### config.mk
export PLATFORM = sky130hd
export DESIGN_NAME = cpu_control
export DESIGN_NICKNAME = d
export VERILOG_FILES = /design/src/rtl/cpu_pkg.sv /design/src/rtl/cpu_alu.sv /design/src/rtl/cpu_control.sv
export SDC_FILE = /design/constraint.sdc
export NUM_CORES = 1
export LEC_CHECK = 0
export BUFFER_PORTS_ARGS = -buffer_cell sky130_fd_sc_hd__buf_2
export CORE_MARGIN = 2
export CORE_UTILIZATION = 40
export DETAILED_ROUTE_END_ITERATION = 6
export PLACE_DENSITY_LB_ADDON = 0.05
export SLEW_MARGIN = 20
export SYNTH_ARGS = -nofsm -noshare
export SYNTH_HDL_FRONTEND = slang
export SYNTH_SLANG_ARGS = --single-unit
### constraint.sdc
create_clock -name clk -period 1.8 [get_ports clk]
set_input_delay 0.36 -clock clk [delete_from_list [all_inputs] [get_ports clk]]
set_output_delay 0.36 -clock clk [all_outputs]
set_load 0.05 [all_outputs]
### src/rtl/cpu_pkg.sv
// Shared ISA encodings, IR field layout and FSM state type for the 8-bit CPU controller.
package cpu_pkg;

    localparam logic [1:0] OP_ADD = 2'b00;
    localparam logic [1:0] OP_SUB = 2'b01;
    localparam logic [1:0] OP_LDI = 2'b10;
    localparam logic [1:0] OP_SYS = 2'b11;

    localparam logic [1:0] SYS_NOP  = 2'b00;
    localparam logic [1:0] SYS_HALT = 2'b01;
    localparam logic [1:0] SYS_JMPR = 2'b10;

    // IR layout: [7:6] op, [5:4] rd, [3:2] rs / sub-op, [1:0] unused
    localparam int IR_OP_LSB = 6;
    localparam int IR_RD_LSB = 4;
    localparam int IR_RS_LSB = 2;

    typedef enum logic [2:0] {
        ST_FETCH     = 3'd0,
        ST_DECODE    = 3'd1,
        ST_EXEC      = 3'd2,
        ST_IMM       = 3'd3,
        ST_WRITEBACK = 3'd4,
        ST_HALT      = 3'd5
    } state_t;

    function automatic logic [1:0] ir_op(input logic [7:0] ir);
        return ir[IR_OP_LSB +: 2];
    endfunction

    function automatic logic [1:0] ir_rd(input logic [7:0] ir);
        return ir[IR_RD_LSB +: 2];
    endfunction

    function automatic logic [1:0] ir_rs(input logic [7:0] ir);
        return ir[IR_RS_LSB +: 2];
    endfunction

endpackage

### src/rtl/cpu_alu.sv
// Combinational ADD/SUB unit; carry is the add carry-out or the subtract borrow.
module cpu_alu
    import cpu_pkg::*;
(
    input  logic [7:0] a,
    input  logic [7:0] b,
    input  logic [1:0] op,
    output logic [7:0] result,
    output logic       carry,
    output logic       zero
);

    logic [8:0] sum;

    assign sum = {1'b0, a} + {1'b0, b};

    always_comb begin
        result = sum[7:0];
        carry  = sum[8];
        if (op == OP_SUB) begin
            result = a - b;
            carry  = (a < b);
        end
        zero = (result == 8'h00);
    end

endmodule

### src/rtl/cpu_control.sv
// Multi-cycle fetch/decode/execute controller driving a 4x8 register file.
// Register read data is only consumed in DECODE (JMPR) and EXEC.
module cpu_control
    import cpu_pkg::*;
#(
    parameter int          PC_WIDTH = 8,
    parameter int unsigned RESET_PC = 0
) (
    input  logic                clk,
    input  logic                reset,
    output logic [PC_WIDTH-1:0] instr_addr,
    input  logic [7:0]          instr_data,
    output logic [1:0]          read_addr_a,
    output logic [1:0]          read_addr_b,
    input  logic [7:0]          read_data_a,
    input  logic [7:0]          read_data_b,
    output logic [1:0]          write_addr,
    output logic [7:0]          write_data,
    output logic                write_en,
    output logic                zero_flag,
    output logic                carry_flag,
    output logic                halted
);

    localparam logic [PC_WIDTH-1:0] PC_INIT = PC_WIDTH'(RESET_PC);
    localparam logic [PC_WIDTH-1:0] PC_ONE  = PC_WIDTH'(1);

    state_t              state;
    logic [PC_WIDTH-1:0] pc;
    logic [7:0]          ir;
    logic [7:0]          result;
    logic                zero_q;
    logic                carry_q;

    logic [7:0]          alu_result;
    logic                alu_carry;
    logic                alu_zero;

    cpu_alu u_alu (
        .a      (read_data_a),
        .b      (read_data_b),
        .op     (ir_op(ir)),
        .result (alu_result),
        .carry  (alu_carry),
        .zero   (alu_zero)
    );

    always_ff @(posedge clk or posedge reset) begin
        if (reset) begin
            state   <= ST_FETCH;
            pc      <= PC_INIT;
            ir      <= 8'h00;
            result  <= 8'h00;
            zero_q  <= 1'b0;
            carry_q <= 1'b0;
        end else begin
            case (state)
                ST_FETCH: begin
                    ir    <= instr_data;
                    pc    <= pc + PC_ONE;
                    state <= ST_DECODE;
                end
                ST_DECODE: begin
                    case (ir_op(ir))
                        OP_ADD, OP_SUB: state <= ST_EXEC;
                        OP_LDI:         state <= ST_IMM;
                        default: begin
                            case (ir_rs(ir))
                                SYS_HALT: state <= ST_HALT;
                                SYS_JMPR: begin
                                    pc    <= PC_WIDTH'(read_data_a);
                                    state <= ST_FETCH;
                                end
                                default:  state <= ST_FETCH;
                            endcase
                        end
                    endcase
                end
                ST_EXEC: begin
                    result  <= alu_result;
                    carry_q <= alu_carry;
                    zero_q  <= alu_zero;
                    state   <= ST_WRITEBACK;
                end
                ST_IMM: begin
                    // Immediate byte sits at the already-incremented PC; flags are untouched.
                    result <= instr_data;
                    pc     <= pc + PC_ONE;
                    state  <= ST_WRITEBACK;
                end
                ST_WRITEBACK: state <= ST_FETCH;
                ST_HALT:      state <= ST_HALT;
                default:      state <= ST_FETCH;
            endcase
        end
    end

    // Decoded straight from the state register so reset drops write_en without a clock edge.
    assign write_en    = (state == ST_WRITEBACK);
    assign halted      = (state == ST_HALT);

    assign instr_addr  = pc;
    assign read_addr_a = ir_rd(ir);
    assign read_addr_b = ir_rs(ir);
    assign write_addr  = ir_rd(ir);
    assign write_data  = result;
    assign zero_flag   = zero_q;
    assign carry_flag  = carry_q;

endmodule

==> impl_results.md <==
* Die span in x at 76.7 µm
* Area Overhead vs Synth at 48.5%
* Insertion delay to the later sink of the worst-skew pair at 0.27 ns
* I/O Buffers at 51
* Post-detailed-routing wire length at 5530 µm
* Violated checks: setup timing
* Fmax at 0.483 GHz
* CTS tree: done
* DIE HEIGHT at 76.7 µm
* Worst reg2reg setup slack at -0.04 ns
* Unrepaired setup endpoints after global routing: true
* Endpoints failing hold at 0
* Arrival @ worst endpoint at 2.27 ns
* Root buf cell: clkbuf_8
* Final nets at 389
* Global-route wire length before repair at 9090 µm
* Global route overflow at 0
* Post-DR wirelength/cell at 13.4 µm
* Post-synth top area share at 31.9%
* Initial antenna violation count at 0
* Fin crit period at 2.07 ns
* Syn Area/Cell at 8.50 µm²
* Fillers at 472
* RR Startpoint: ir[7]$_DFFE_PP0P_
* Vias in the first global route at 1946
* Critical Path Sink Type: register
* Net count after synthesis at 295
* Sequential share of the synthesized area at 31.9%
* Met2 usage at 31.6%
* Largest net degree at the start of global routing at 28
* Via density per instance at 5.08
* Clk sinks at 27
* Multi-input logic area at 1550 µm²
* CP max FO at 2
* Max Transition Viols Final at 0
* Register area at 676 µm²
* GR met1 Demand/Resource at 25.8%
* Ranking of synthesized cells by area: dfrtp_1 (32%), ha_1 (11%), a21oi_1 (5.7%)
* YS warnings at 0
* Core Box Area at 5110 µm²
* Clk buf depth at 2
* Most frequent cells after synthesis: dfrtp_1 (27), a21oi_1 (24), nand2_1 (23)
* Clock skew after layout at 0.0135 ns
* Maxcap violations at 0
* Worst Path Class, Setup: in2reg
* Post-route DRC at 0
* Pwr dens at 1650 nW/µm²
* Syn Inst Count at 249
* GR peak layer: met2
* WP data required at 2.00 ns
* Slew headroom at 76.2%
* Cell taking the most area after synthesis: dfrtp_1
* Distinct cells, synth at 45
* Fin crit share at 115%
* Hold_ws at 0.129 ns
* CTS Hold Bufs at 0
* Die ar. at 5890 µm²
* Post-synth EDFFs at 0
* TNS Setup at -1.12 ns
* GP Congestion at 0.801
* N_diodes at 0
* GR Util met3 at 2.35%
* CP Launch Type: primary input
* Fin util at 61.5%
* TritonRoute pass-1 iters at 4
* Synth async-reset ratio at 100%
* GRT Overall Usage at 18.7%
* Vias at 2093
* Post-route setup slack at -0.271 ns
* DP Wirelength at 4170 µm
* Reg2Reg Depth at 6
* Status: complete, but fails checks
* Reg2Reg Capture Point: zero_flag$_DFFE_PP0N_
* Post-synth top flop: dfrtp_1
* Crit path launch: read_data_a[0]
* Cts bufs inserted at 3
* Num rows at 26
* Most frequent cell after synthesis: dfrtp_1
* DRT iter0 DRCs at 75
* Pre-CTS setup slack at -0.687 ns
* LEAKAGE at 1.47 nW
* Least-Margin Pin Slew at 0.352 ns
* Endpoints failing setup at 7
* H-tree Lvls at 1
* Worst vdd ir at 0.830 mV
* Synthesized cell area at 2120 µm²
* Tot Pwr at 5.18 mW
* Yosys reg bits at 27
* Post-DRT Antenna Nets at 0
* Layout cell share with drive strength beyond 1 at 47.1%
* CTS clock-pin slew for the worst setup and hold paths at 0.11 ns
* Effective utilization at floorplan at 41.4%
* I/O pin count at 52
* Hold Crit Class: in2async
[final cells by class]
cell class / count / area share [%]
tap: 70 / 2.79
clock inverter: 1 / 0.239
inverter: 14 / 2.07
sequential: 27 / 21.5
multi-input combinational: 191 / 49.4
timing repair buffer: 106 / 22.7
clock buffer: 3 / 1.31
[logic make-up after synthesis]
logic type,synth area share (%)
flops,31.9
simple gates,20.9
buf+inv,6.74
mux,4.55
compound gates,22.1
xor+xnor,1.24
fa+ha+maj,12.5
[flip-flops by register name, summed over array words and instances, names as in the netlist]
register,flops
zero_flag,1
carry_flag,1
write_data,8
instr_addr,8
ir,6
state,3
[worst max-delay path: stages]
cell and delay (ns):
buf_12 0.11, inv_12 0.04, ha_4 0.11, inv_2 0.03, fa_2 0.35, a211oi_2 0.28, o31ai_2 0.11, o211a_1 0.26
o21a_1 0.22, o31a_1 0.28, o21ai_1 0.12
[what timing repair did]
| action | 4_1_cts | 5_1_grt |
|---|---|---|
| pin swaps | 23 | 31 |
| endpoints found under the setup margin | 8 | 9 |
| buffers inserted | 6 | 5 |
| gates resized for setup | 31 | 27 |
[metal layers]
| metal | part of all wire [%] | wire, µm | vias up |
|---|---|---|---|
| li1 | - | - | 1075 |
| met2 | 48 | 2640 | 45 |
| met5 | 0 | 0 | - |
| met3 | 3.7 | 202 | 2 |
| met4 | 0.76 | 42 | 0 |
| met1 | 48 | 2650 | 971 |
[through the flow]
stage	cell area [µm²]	cells
after floorplan	2170	249
after global placement	2770	399
after detailed placement	2770	399
after CTS	2990	409
after global routing	3140	412
final	3140	412
[placed cells by master, fill, tap and decap left out, types with 5 or more instances in the layout]
cell type,count
nand3_1,9
nor2_1,9
inv_1,9
nor2b_1,5
dfrtp_1,27
buf_4,52
buf_6,6
a21oi_1,23
ha_4,6
nand2b_1,9
mux2_2,5
buf_2,47
ha_1,11
o21ai_1,6
o21ai_0,14
nand2_1,23
[worst max path at each step]
stage	to	slack, ns
final	write_data[6]$_DFFE_PP0P_	-0.27
after global routing	carry_flag$_DFFE_PP0N_	-0.33
after CTS	carry_flag$_DFFE_PP0N_	-0.31
after detailed placement	carry_flag$_DFFE_PP0N_	-0.69
after global placement	carry_flag$_DFFE_PP0N_	-0.67
after floorplan	carry_flag$_DFFE_PP0N_	-0.35
[power by group]
group | leakage [nW] | internal (mW) | total, mW | switching (mW)
Sequential | 0.320 | 0.906 | 1.14 | 0.234
Clock | 0.0217 | 0.157 | 0.356 | 0.199
Combinational | 1.13 | 1.38 | 3.68 | 2.30
Total | 1.47 | 2.45 | 5.18 | 2.73
No activity file was read; power rests on OpenSTA's default activity.
